File: src/rtl/uart_io_regs.sv
// rtl/uart_io_regs.sv - CPU register block for UART character TX/RX FIFOs, baud divisor and echo control
// Optional feature: define UART_IO_RX_IRQ_EN to add the registered rx_irq output and CTRL[2] irq_en.
module uart_io_regs #(
    parameter logic [13:0] BASE_ADR      = 14'h0100,
    parameter int          TX_DEPTH_LOG2 = 3,
    parameter int          RX_DEPTH_LOG2 = 3,
    parameter logic [15:0] TERM_DEFAULT  = 16'd54
) (
    input  logic        clk,
    input  logic        rst_n,
    input  logic        io_we,
    input  logic [13:0] io_wadr,
    input  logic [31:0] io_wdata,
    input  logic        io_radr_en,
    input  logic [13:0] io_radr,
    output logic [31:0] io_rdata,
    output logic [7:0]  uart_io_char,
    output logic        uart_io_we,
    input  logic        uart_io_full,
    input  logic [7:0]  rout,
    input  logic        rout_en,
    output logic [15:0] uart_term,
    output logic        rx_disable_echoback
`ifdef UART_IO_RX_IRQ_EN
    ,
    output logic        rx_irq
`endif
);

    localparam logic [13:0] OFF_TX   = 14'd0;
    localparam logic [13:0] OFF_RX   = 14'd1;
    localparam logic [13:0] OFF_ST   = 14'd2;
    localparam logic [13:0] OFF_CTRL = 14'd3;
    localparam logic [13:0] OFF_TERM = 14'd4;
    localparam int TXD = 1 << TX_DEPTH_LOG2;
    localparam int RXD = 1 << RX_DEPTH_LOG2;

    typedef enum logic {IDLE, ISSUE} tx_state_t;
    tx_state_t tx_state;

    logic [7:0] tx_mem [TXD];
    logic [7:0] rx_mem [RXD];
    logic [TX_DEPTH_LOG2:0] tx_wptr, tx_rptr, tx_count;
    logic [RX_DEPTH_LOG2:0] rx_wptr, rx_rptr, rx_count;
    logic        tx_full, tx_empty, rx_full, rx_empty;
    logic        tx_ovf, rx_ovf, rx_en, irq_en;
    logic [13:0] woff, roff;
    logic        wr_tx, wr_st, wr_ctrl, wr_term, rd_rx;
    logic        tx_push, tx_pop, rx_push, rx_pop, rx_drop;
    logic [31:0] status, rdata_next;
    logic        unused_wdata;

    assign unused_wdata = ^io_wdata[31:16];

    assign woff    = io_wadr - BASE_ADR;
    assign roff    = io_radr - BASE_ADR;
    assign wr_tx   = io_we && (woff == OFF_TX);
    assign wr_st   = io_we && (woff == OFF_ST);
    assign wr_ctrl = io_we && (woff == OFF_CTRL);
    assign wr_term = io_we && (woff == OFF_TERM);
    assign rd_rx   = io_radr_en && (roff == OFF_RX);

    // Pointers carry one extra bit so equal low bits with differing MSB means full.
    assign tx_count = tx_wptr - tx_rptr;
    assign rx_count = rx_wptr - rx_rptr;
    assign tx_empty = (tx_wptr == tx_rptr);
    assign rx_empty = (rx_wptr == rx_rptr);
    assign tx_full  = (tx_wptr[TX_DEPTH_LOG2] != tx_rptr[TX_DEPTH_LOG2]) &&
                      (tx_wptr[TX_DEPTH_LOG2-1:0] == tx_rptr[TX_DEPTH_LOG2-1:0]);
    assign rx_full  = (rx_wptr[RX_DEPTH_LOG2] != rx_rptr[RX_DEPTH_LOG2]) &&
                      (rx_wptr[RX_DEPTH_LOG2-1:0] == rx_rptr[RX_DEPTH_LOG2-1:0]);

    assign tx_push = wr_tx && !tx_full;
    assign tx_pop  = (tx_state == IDLE) && !tx_empty && !uart_io_full;
    assign rx_pop  = rd_rx && !rx_empty;
    // A pop in the same cycle frees the slot, so a full FIFO still accepts the push.
    assign rx_push = rout_en && rx_en && (!rx_full || rx_pop);
    assign rx_drop = rout_en && rx_en && rx_full && !rx_pop;

`ifndef UART_IO_RX_IRQ_EN
    assign irq_en = 1'b0;
`endif

    always_comb begin
        status        = '0;
        status[0]     = !rx_empty;
        status[1]     = tx_full;
        status[2]     = tx_empty;
        status[3]     = rx_ovf;
        status[4]     = tx_ovf;
        status[11:8]  = 4'(rx_count);
        status[19:16] = 4'(tx_count);
    end

    always_comb begin
        rdata_next = '0;
        if (io_radr_en) begin
            case (roff)
                OFF_RX:   if (!rx_empty) rdata_next = {23'd0, 1'b1, rx_mem[rx_rptr[RX_DEPTH_LOG2-1:0]]};
                OFF_ST:   rdata_next = status;
                OFF_CTRL: rdata_next = {29'd0, irq_en, rx_disable_echoback, rx_en};
                OFF_TERM: rdata_next = {16'd0, uart_term};
                default:  rdata_next = '0;
            endcase
        end
    end

    always_ff @(posedge clk) begin
        if (tx_push) tx_mem[tx_wptr[TX_DEPTH_LOG2-1:0]] <= io_wdata[7:0];
        if (rx_push) rx_mem[rx_wptr[RX_DEPTH_LOG2-1:0]] <= rout;
    end

    always_ff @(posedge clk) begin
        if (!rst_n) begin
            tx_state            <= IDLE;
            tx_wptr             <= '0;
            tx_rptr             <= '0;
            rx_wptr             <= '0;
            rx_rptr             <= '0;
            tx_ovf              <= 1'b0;
            rx_ovf              <= 1'b0;
            rx_en               <= 1'b1;
            rx_disable_echoback <= 1'b0;
            uart_term           <= TERM_DEFAULT;
            io_rdata            <= '0;
            uart_io_char        <= '0;
            uart_io_we          <= 1'b0;
`ifdef UART_IO_RX_IRQ_EN
            irq_en              <= 1'b0;
            rx_irq              <= 1'b0;
`endif
        end else begin
            io_rdata <= rdata_next;
            if (tx_push) tx_wptr <= tx_wptr + 1'b1;
            if (rx_push) rx_wptr <= rx_wptr + 1'b1;
            if (rx_pop)  rx_rptr <= rx_rptr + 1'b1;

            case (tx_state)
                IDLE: begin
                    if (tx_pop) begin
                        uart_io_char <= tx_mem[tx_rptr[TX_DEPTH_LOG2-1:0]];
                        uart_io_we   <= 1'b1;
                        tx_rptr      <= tx_rptr + 1'b1;
                        tx_state     <= ISSUE;
                    end
                end
                ISSUE: begin
                    uart_io_we <= 1'b0;
                    tx_state   <= IDLE;
                end
                default: tx_state <= IDLE;
            endcase

            // A fresh overflow wins over a same-cycle W1C clear.
            tx_ovf <= (tx_ovf && !(wr_st && io_wdata[4])) || (wr_tx && tx_full);
            rx_ovf <= (rx_ovf && !(wr_st && io_wdata[3])) || rx_drop;

            if (wr_ctrl) begin
                rx_en               <= io_wdata[0];
                rx_disable_echoback <= io_wdata[1];
`ifdef UART_IO_RX_IRQ_EN
                irq_en              <= io_wdata[2];
`endif
            end
            if (wr_term) uart_term <= io_wdata[15:0];
`ifdef UART_IO_RX_IRQ_EN
            rx_irq <= irq_en && (!rx_empty || rx_ovf);
`endif
        end
    end

endmodule
File: config.mk
export PLATFORM = sky130hd
export DESIGN_NAME = uart_io_regs
export DESIGN_NICKNAME = d
export VERILOG_FILES = /design/src/rtl/uart_io_regs.sv
export SDC_FILE = /design/constraint.sdc
export NUM_CORES = 1
export LEC_CHECK = 0
export CAP_MARGIN = 20
export CORE_MARGIN = 3
export CORE_UTILIZATION = 40
export CTS_CLUSTER_DIAMETER = 40
export CTS_CLUSTER_SIZE = 20
export DETAILED_ROUTE_END_ITERATION = 12
export HOLD_SLACK_MARGIN = 0.08
export SETUP_SLACK_MARGIN = 0.1
export SLEW_MARGIN = 30
export SYNTH_ARGS = -nofsm -noshare
export SYNTH_HDL_FRONTEND = slang
export SYNTH_SLANG_ARGS = --single-unit
export TNS_END_PERCENT = 30
File: constraint.sdc
create_clock -name clk -period 8.4 [get_ports clk]
set_input_delay 1.68 -clock clk [delete_from_list [all_inputs] [get_ports clk]]
set_output_delay 1.68 -clock clk [all_outputs]
set_load 0.01 [all_outputs]
; Word level (Yosys, flattened, before mapping)
; Memory sizes are Yosys's and may differ from the RTL's. A register that Yosys moved wholly into a read port is not among the register bits.
; Cells that the tools add are included.
[op_classes]
n_addsub = 8
n_eq_ne = 14
muxes = 12
bitwise_logic = 1
reduce_logical = 35
[op_table]
columns = operator, n
row1 = one-hot mux 32 bit (4 select lines), 1
row2 = equality test 14 x 2 -> 1 bit (second input constant), 4
row3 = equality test 14 x 3 -> 1 bit (second input constant), 2
row4 = subtractor 14 x 9 -> 14 bit (second input constant), 2
row5 = logical AND 1 bit, 20
row6 = adder 4 x 1 -> 4 bit (second input constant), 4
row7 = equality test 14 x 1 -> 1 bit (second input constant), 1
row8 = zero test 14 bit, 1
row9 = zero test 1 bit, 9
row10 = 2-to-1 mux 9 bit, 1
row11 = equality test 4 bit, 2
row12 = subtractor 4 bit, 2
row13 = equality test 3 bit, 2
row14 = 2-to-1 mux 1 bit, 6
row15 = 2-to-1 mux 3 bit, 2
row16 = one-hot mux 1 bit (2 select lines), 2
row17 = AND reduction 2 bit, 2
row18 = logical OR 1 bit, 3
row19 = != test 1 bit, 2
row20 = != test 2 bit (second input constant), 1
row21 = inverter 1 bit, 1
[word_totals]
regBits = 70
mem_bits_rw = 128
inputBits = 74
output_inout_bits = 58
elab_cells = 84
n_memories = 2
[memory_table]
columns = memory, depth, width, rd, rd_ports_with_merged_regs, write_ports, line
row1 = rx_mem, 8, 8, 1, 1, 1, 42  ; logic [7:0] rx_mem [RXD];
row2 = tx_mem, 8, 8, 1, 1, 1, 41  ; logic [7:0] tx_mem [TXD];

; Logic depth before layout (Yosys ltp)
; Gate-level depths: netlist of run 1.
[logic_depth]
depth_word = 8
mapped_depth = 9
mapped_depth_nobuf = 6

; Worst setup path before layout of run 1
; Ideal clock, no wire load.
[synth_path]
kind = input -> register
start = input port io_radr[10]
end = memory rx_mem[0][0] (enable)
setup_time_ns = 0.395
arrival_time_ns = 4.089
t_required_ns = 8.005
slack_ns = 3.917
path_stages = 6
path_buffers = 2
path_cell_list = or4_1 buf_2 or4_4 buf_6 a21o_1 nor4_1
[synth_between]
elab_chain_cells = 8
[synth_rtl]
columns = element, line
row1 = start: declaration, 15  ; input logic [13:0] io_radr,
row2 = subtractor 14 x 9 -> 14 bit, 56  ; assign roff = io_radr - BASE_ADR;
row3 = equality test 14 x 1 -> 1 bit, 61  ; assign rd_rx = io_radr_en && (roff == OFF_RX);
row4 = logical AND 1 bit, 61
row5 = logical AND 1 bit, 75  ; assign rx_pop = rd_rx && !rx_empty;
row6 = logical OR 1 bit, 77  ; assign rx_push = rout_en && rx_en && (!rx_full || rx_pop);
row7 = logical AND 1 bit, 77
row8 = 2-to-1 mux 1 bit, 110  ; if (rx_push) rx_mem[rx_wptr[RX_DEPTH_LOG2-1:0]] <= rout;
row9 = 2-to-1 mux 1 bit (not written as such), 110
row10 = end: declaration, 42
; Every way passes these cells.

; Worst setup path after layout of run 1
[layout_path]
start = input port io_radr[10]
end = memory rx_mem[5][1] (enable)
; The elaborated chain is that of the path after synthesis.

==> impl_metrics.toml, run 1 <==
[outcome]
outcome = "completed"

[yosys]
yosys-top-cells-area = "edfxtp_1 (48%), dfxtp_1 (17%), mux4_2 (9.0%)"
ys_ff_latch = 197
yosys_warnings = 0
synth.distinct_cells = 52
synth-edff-count = 128
yosysSeqAreaShare_pct = 65.05
synth.avg_cell_area_um2 = 14.04
syn-cell-area_mm2 = 0.008033
synthFlopType = "edfxtp_1"
async_flop_share_pct = 0
netlist_instances = 572
yosysTopAreaCellShare_pct = 47.85
synth.largest_area_cell = "edfxtp_1"

[cells_and_area]
area_delta_synth_final_pct = 23.88
final_cell_mix = "edfxtp_1 (128), clkdlybuf4s50_1 (103), dfxtp_1 (67)"
design_area_mm2 = 0.009951
final_nets = 765
insertedDiodeCount = 0
final_common_cell = "edfxtp_1"
fill_cells = 1680
layout-drive-gt1-share_pct = 14.31
final_cells = 957

[worst_setup_path]
cp.required_ns = 8.44
r2r_slack_ns = 5.04
cp-end-kind = "flip-flop"
rr_worst_depth = 6
r2r-end = "tx_mem[4][1]$_DFFE_PP_"
startpoint_type = "primary input"
r2r_start = "tx_rptr[2]$_SDFFE_PN0P_"
cp_max_fo = 11
critPathKind = "in -> reg"
worst_ep_arrival_time_ns = 4.44

[sta]
worst_pin_slew_ns = 0.9542
finClkSkew_ns = 0.01668
rsz0062_at_grt = "false"
finalCriticalPeriod_ns = 4.393
finalSetupTns_ns = 0
hold_violations = 0
max_clock_freq_mhz = 227.7
period_share_pct = 52.29
setup_viol = 0
slew_viol_final = 0
max_slew_margin_pct = 36.04

[pwr]
irDropWorstVdd_mv = 0.1446
power_frac_seq_pct = 54.3
power_leakage_uw = 0.003375
p_per_area_mw_per_mm2 = 192.8
combPwrFrac_pct = 4.2
p_switching_uw = 416.9
internal-power_uw = 1501
pwr-share-clk_pct = 41.5
swShare_pct = 21.73

[clock_tree]
cts_buffers = 17
clk_pin_slew_ns = 0.07
cts_hold_buf = 0
cts_root_buffer = "clkbuf_16"
cts_sinks = 197
htreeDepth = 4
cts_tree = "done"
cts_resized = 0
clk_latency_ns = 0.43
cts_setup_buffers = 0
cts_max_path_buffers = 2

[place]
place_area_mm2 = 0.009363
numPortBuffers = 103
dp.cells = 925
routabilityCongestion = 0.8620
dp_hpwl_mm = 12.47

[grt]
grt_use_total_pct = 16.92
first_global_vias = 5041
grt_max_degree = 31
grt_pass1_wl_mm = 28.13
grt_remaining_overflow = 0
grt_antenna_before_repair = 0

[floorplanning]
ios = 132
core_area_mm2 = 0.01959
die-area_mm2 = 0.02182
fp.dieW_um = 147.7
initial_core_util_pct = 41.00
die_h_um = 147.7
fp-row-count = 51

[drt]
vias = 5008
wl_mm = 17.92
drtPass1Iterations = 4
ant_nets = 0
drc = 0
post_drt_via_cell_ratio = 5.233
drtIter0Drc = 439
avgRoutedWirePerCell_um = 18.72

[flow_run]
maxCapViolations = 0

[hold_path]
holdPathEnd = "uart_io_we$_SDFFE_PN0P_"
min_path_cells = 2
min_from = "uart_io_we$_SDFFE_PN0P_"
hold_path_class = "reg -> reg"
worst max-delay path, stage by stage:
cell,delay (ns)
clkdlybuf4s50_1,0.39
or4_1,0.64
or4_4,0.66
a211o_1,0.36
nor2_1,0.70
worst max path at each step:
stage,to,from,slack [ns],cells after the start
final,rx_mem[5][1]$_DFFE_PP_,io_radr[10],4.01,5
after global routing,rx_mem[3][1]$_DFFE_PP_,io_radr[10],3.91,5
after CTS,rx_mem[5][1]$_DFFE_PP_,io_radr[10],3.99,5
after detailed placement,rx_mem[3][2]$_DFFE_PP_,io_radr[11],3.54,5
after global placement,rx_mem[3][2]$_DFFE_PP_,io_radr[10],3.54,5
after floorplan,rx_mem[0][0]$_DFFE_PP_,io_radr[10],3.92,6
power groups by stage:
stage | clock network, µW | registers (µW) | logic [µW]
global placement | 0 | 1060 | 79.1
detailed placement | 0 | 1060 | 81.2
floorplan | 0 | 1060 | 36.4
global route | 858 | 1040 | 88.7
CTS | 817 | 1040 | 81.7
finish | 796 | 1040 | 81.1
area by class of cell:
class	count	area [µm²]	share of cell area (%)
Sequential cell	197	5228	52.53
Clock buffer	18	429.2	4.313
Multi-Input combinational cell	331	2614	26.27
Inverter	15	56.30	0.5658
Clock inverter	14	156.4	1.572
Tap cell	265	331.6	3.332
Timing Repair Buffer	117	1136	11.42
cell families after synthesis:
family	after synthesis	synth area share, %
other	1	0.04668
AOI/OAI and AO/OA	81	5.903
xor gates and xnor gates	8	0.8722
and+or+nand+nor	157	10.09
adders and majority gates	12	2.056
DFF	197	65.05
muxes	61	12.71
buffers and inverters	55	3.271
routing by layer:
metal / global-route usage, % / routed length, µm / vias up
met2: 28.24 / 9032 / 127
met1: 22.04 / 7740 / 2501
li1: - / - / 2366
met5: 0 / 0 / -
met3: 3.709 / 903 / 14
met4: 5.778 / 241 / 0
metrics by stage:
step	hold WS, ns	util [%]	worst slack (ns)	total power (µW)
after floorplan	0.4505	-	3.917	1099
after global placement	0.4634	47.78	3.539	1142
after detailed placement	0.4606	47.79	3.541	1145
after CTS	0.4733	50.78	3.988	1940
after global routing	0.4974	50.80	3.912	1989
final	0.4704	50.80	4.007	1918
cell usage after synthesis (all sizes together) (9+ instances only):
cell	number
ha	10
nor3	12
nand2	44
buf	18
mux2i	21
clkbuf	22
o21ai	21
edfxtp	128
nand3	18
dfxtp	69
a31oi	9
inv	15
a21oi	31
mux4	32
nor2	31
registers in the layout (all words and copies together), names as in the netlist, named ones only:
signal               flops
io_rdata                20
rx_wptr                  4
tx_rptr                  4
uart_io_we               1
rx_mem                  64
tx_state                 1
rx_ovf                   1
uart_io_char             8
tx_ovf                   1
uart_term               16
rx_disable_echoback      1
rx_rptr                  4
tx_mem                  64
tx_wptr                  4
rx_en                    1
Note: power is estimated with default switching activity, not from simulation.
==> inputs of run 2 (changes only) <==
clock period = 4.1 ns   (was 8.4 ns; I/O delays follow)
==> impl_metrics.toml, run 2 (synthesis results as in run 1) <==
[worst_setup_path]
cpLargestDelayFamily = "simple AND/OR/NAND/NOR gates"
slowest_delay_ns = 0.66
r2r_start = "tx_rptr[2]$_SDFFE_PN0P_"
cp-end-kind = "flip-flop"
r2r_slack_ns = 1.17
timing.critical_path.buf_inv = 2
r2r-end = "tx_mem[0][5]$_DFFE_PP_"
rr_worst_depth = 7
cp_max_fo = 11
worst_ep_arrival_time_ns = 3.25
path_depth = 6
cp.required_ns = 4.23
worst_path_max_delay_cell = "or4_4"
critPathKind = "in -> reg"
startpoint_type = "primary input"
crit_chain = "clkdlybuf4s50_1 > or4_1 > or4_4 > a211o_1 > nor3_1 > buf_4"

[floorplanning]
ios = 132
core_area_mm2 = 0.01959
die-area_mm2 = 0.02182
die_h_um = 147.7
initial_core_util_pct = 41.00
fp.dieW_um = 147.7
fp-row-count = 51

[sta]
finalSetupTns_ns = 0
finClkSkew_ns = 0.009973
period_share_pct = 75.94
rsz0062_at_grt = "false"
setup_viol = 0
max_clock_freq_mhz = 321.2
worst_pin_slew_ns = 0.8106
fin_ws_ns = 0.9865
hold_violations = 0
max_slew_margin_pct = 45.89
slew_viol_final = 0
finalCriticalPeriod_ns = 3.114

[drt]
drc = 0
post_drt_via_cell_ratio = 5.209
avgRoutedWirePerCell_um = 18.58
vias = 5048
wl_mm = 18.00
drtPass1Iterations = 5
ant_nets = 0
drtIter0Drc = 398

[outcome]
outcome = "completed"

[grt]
grt_max_degree = 31
first_global_vias = 5175
grt_pass1_wl_mm = 28.33
grt_remaining_overflow = 0
top_usage_layer = "met2"
grtUsageMet3_pct = 4.353
grtUsageMet2_pct = 28.15
grt_use_total_pct = 16.88
grt_antenna_before_repair = 0
grt_use_met1_pct = 21.85

[clock_tree]
cts_hold_buf = 0
cts_resized = 0
cts_buffers = 17
cts_root_buffer = "clkbuf_16"
clk_pin_slew_ns = 0.07
cts_sinks = 197
cts_max_path_buffers = 2
cts_setup_buffers = 0
clk_latency_ns = 0.43
cts_tree = "done"
htreeDepth = 4

[pwr]
p_per_area_mw_per_mm2 = 390.7
power_leakage_uw = 0.003423
irDropWorstVdd_mv = 0.2880

[place]
dp.cells = 937
routabilityCongestion = 0.8329
numPortBuffers = 103
dp_hpwl_mm = 12.70
place_area_mm2 = 0.009427
pre_cts_slack_ns = 0.5344

[cells_and_area]
design_area_mm2 = 0.01001
final_common_cell = "edfxtp_1"
final_cells = 969
final_cell_mix = "edfxtp_1 (128), clkdlybuf4s50_1 (103), dfxtp_1 (68)"
area_delta_synth_final_pct = 24.56
insertedDiodeCount = 0
fill_cells = 1705
final_nets = 777
layout-drive-gt1-share_pct = 14.91

[hold_path]
hold_path_class = "reg -> reg"
holdPathEnd = "uart_io_we$_SDFFE_PN0P_"
min_from = "uart_io_we$_SDFFE_PN0P_"
min_path_cells = 2

[flow_run]
maxCapViolations = 0
[run 2: cell types whose count changed in the layout (fill, tap and decap cells not counted), sizes merged]
cell / change
clkbuf: -1
inv: -1
buf: +12
clkinv: +2
bufinv: -1
clkinvlp: +1
[run 2: final cells by class]
| class | instances | area (µm²) | share of cell area, % |
|---|---|---|---|
| timing repair buffer | 129 | 1226 | 12.25 |
| clock buffer | 17 | 425.4 | 4.252 |
| inverter | 15 | 56.30 | 0.5627 |
| tap | 265 | 331.6 | 3.314 |
| sequential | 197 | 5226 | 52.23 |
| multi-input combinational | 331 | 2586 | 25.85 |
| clock inverter | 15 | 153.9 | 1.538 |
[run 2: power breakdown]
part           switching (µW)  total, µW  internal, µW
combinational            85.9        167          81.0
sequential               7.15       2130          2130
clock                     796       1610           813
total                     889       3910          3020
[run 2: per-stage QoR]
step | total power (µW) | utilization (%) | hold slack [ns]
final | 3909 | 51.08 | 0.4757
after global routing | 4041 | 51.08 | 0.5045
after CTS | 3944 | 51.08 | 0.4813
after detailed placement | 2345 | 48.12 | 0.4687
after global placement | 2340 | 48.11 | 0.4637
after floorplan | 2251 | - | 0.4505
[run 2: worst max-delay path by stage]
stage,startpoint,end,slack [ns]
CTS,io_radr[10],rx_mem[1][1]$_DFFE_PP_,0.99
detailed placement,io_radr[10],rx_mem[1][1]$_DFFE_PP_,0.53
finish,io_radr[10],rx_mem[1][1]$_DFFE_PP_,0.99
global route,io_radr[10],rx_mem[1][1]$_DFFE_PP_,0.91
global placement,io_radr[10],rx_mem[1][1]$_DFFE_PP_,0.57
floorplan,io_radr[10],rx_mem[0][0]$_DFFE_PP_,0.48
[run 2: worst reg2reg max path: cells and delay by family (launching register included)]
kind            cells  cell delay, ns
simple gates        3            0.66
flops               1            0.63
buf+inv             2            0.59
fa+ha+maj           1            0.43
compound gates      1            0.33
[run 2: metal layers]
metal | wire (µm) | up-vias
li1 | - | 2388
met5 | 0 | -
met3 | 972 | 23
met2 | 8942 | 137
met4 | 316 | 0
met1 | 7769 | 2500
==> inputs of run 3 (changes only) <==
PLACE_DENSITY = 0.65   (was default)
clock period = 2.8 ns   (was 4.1 ns; I/O delays follow)
==> impl_metrics.toml, run 3 (synthesis results as in run 1) <==
[outcome]
outcome = "completed"

[sta]
fin_hold_ws_ns = 0.4789
worst_pin_slew_ns = 0.7317
period_share_pct = 92.49
finalCriticalPeriod_ns = 2.590
fin_ws_ns = 0.2104
setup_viol = 0
slew_viol_final = 0
finClkSkew_ns = 0.008963
max_clock_freq_mhz = 386.2
hold_violations = 0
max_slew_margin_pct = 51.15
rsz0062_at_grt = "false"
finalSetupTns_ns = 0

[clock_tree]
cts_sinks = 197
cts_setup_buffers = 0
cts_resized = 0
cts_root_buffer = "clkbuf_16"
cts_hold_buf = 0
cts_tree = "done"
clk_pin_slew_ns = 0.07
cts_buffers = 17
clk_latency_ns = 0.42
cts_max_path_buffers = 2
htreeDepth = 4

[floorplanning]
initial_core_util_pct = 41.00
die-area_mm2 = 0.02182
core_area_mm2 = 0.01959
fp.dieW_um = 147.7
fp-row-count = 51
ios = 132
die_h_um = 147.7

[worst_setup_path]
r2r_start = "tx_wptr[0]$_SDFFE_PN0P_"
cp-end-kind = "flip-flop"
crit_chain = "clkdlybuf4s50_1 > or4_4 > or4_4 > a211o_1 > nor3_4 > buf_12"
slowest_delay_ns = 0.54
cp_max_fo = 8
worst_path_max_delay_cell = "or4_4"
startpoint_type = "primary input"
cp.required_ns = 2.94
r2r-end = "tx_mem[6][7]$_DFFE_PP_"
critPathKind = "in -> reg"
rr_worst_depth = 8
critPathMostFrequentCell = "or4_4"
worst_ep_arrival_time_ns = 2.73
r2r_slack_ns = 0.44
cpLargestDelayFamily = "simple AND/OR/NAND/NOR gates"
timing.critical_path.buf_inv = 2

[pwr]
power_leakage_uw = 0.003549
irDropWorstVdd_mv = 0.4132
combPwrFrac_pct = 4.9
power_frac_seq_pct = 54.4
p_switching_uw = 1237
internal-power_uw = 4509
pwr-share-clk_pct = 40.7
p_per_area_mw_per_mm2 = 555.0
swShare_pct = 21.52

[cells_and_area]
final_cells = 990
area_delta_synth_final_pct = 28.88
fill_cells = 1654
multiInputGateArea_mm2 = 0.002704
seqCellArea_mm2 = 0.005225
insertedDiodeCount = 0
final_common_cell = "edfxtp_1"
final_nets = 798
layout-drive-gt1-share_pct = 18.90
final_cell_mix = "edfxtp_1 (128), clkdlybuf4s50_1 (103), dfxtp_1 (69)"

[drt]
wl_met1_mm = 7.660
wl_mm = 18.06
maxUsedRoutingLayer = "met4"
drtPass1Iterations = 4
avgRoutedWirePerCell_um = 18.24
dr_wl_met3_um = 734
ant_nets = 0
wl_met2_mm = 9.168
drc = 0
post_drt_via_cell_ratio = 5.164
vias = 5112
drtIter0Drc = 354

[place]
numPortBuffers = 103
dp.cells = 958
routabilityCongestion = 0.8187
dp_hpwl_mm = 13.49
pre_cts_slack_ns = -0.2357

[grt]
first_global_vias = 5324
grt_remaining_overflow = 0
grt_pass1_wl_mm = 28.75
grt_use_total_pct = 17.05
grt_antenna_before_repair = 0
grt_max_degree = 31

[hold_path]
hold_path_class = "reg -> reg"
min_path_cells = 2
min_from = "uart_io_we$_SDFFE_PN0P_"
holdPathEnd = "uart_io_we$_SDFFE_PN0P_"

[flow_run]
maxCapViolations = 0
## run 3: cell type report
| class | count | share of cell area [%] |
|---|---|---|
| clock inverter | 13 | 1.390 |
| multi-input combinational | 331 | 26.12 |
| clock buffer | 19 | 4.182 |
| inverter | 15 | 0.5439 |
| timing repair buffer | 150 | 14.09 |
| tap | 265 | 3.203 |
| sequential | 197 | 50.47 |
## run 3: power by group through the flow
stage                     registers [µW]  clock network, µW  logic, µW
after floorplan                     3190                  0        118
final                               3130               2340        280
after detailed placement            3190                  0        280
after global placement              3190                  0        272
after CTS                           3130               2390        282
after global routing                3130               2530        305
## run 3: worst max path at each step
stage	slack (ns)	endpoint	cells past startpoint	startpoint
2_1_floorplan	-0.06	rx_mem[0][0]$_DFFE_PP_	6	io_radr[10]
3_3_place_gp	-0.22	rx_mem[1][6]$_DFFE_PP_	6	io_radr[10]
3_5_place_dp	-0.24	rx_mem[3][6]$_DFFE_PP_	6	io_radr[10]
4_1_cts	0.21	rx_mem[1][7]$_DFFE_PP_	6	io_radr[10]
5_1_grt	0.16	rx_mem[3][3]$_DFFE_PP_	6	io_radr[10]
6_report	0.21	rx_mem[1][7]$_DFFE_PP_	6	io_radr[10]
## run 3: worst min-delay path: cells and delay by family (launching register included)
family             cells  cell delay [ns]
AOI/OAI and AO/OA      1             0.06
and+or+nand+nor        1             0.06
DFF                    1             0.31
## run 3: metal layers
layer	GRT usage (%)	vias up
met4	6.104	0
li1	-	2438
met3	3.617	28
met5	0	-
met1	21.20	2496
met2	29.55	150
## run 3: per-stage QoR
stage,total power [µW],utilization (%),instance area [µm²]
CTS,5793,52.85,10350
global route,5957,52.85,10350
floorplan,3309,-,8193
detailed placement,3471,49.90,9776
global placement,3460,49.90,9776
finish,5746,52.85,10350
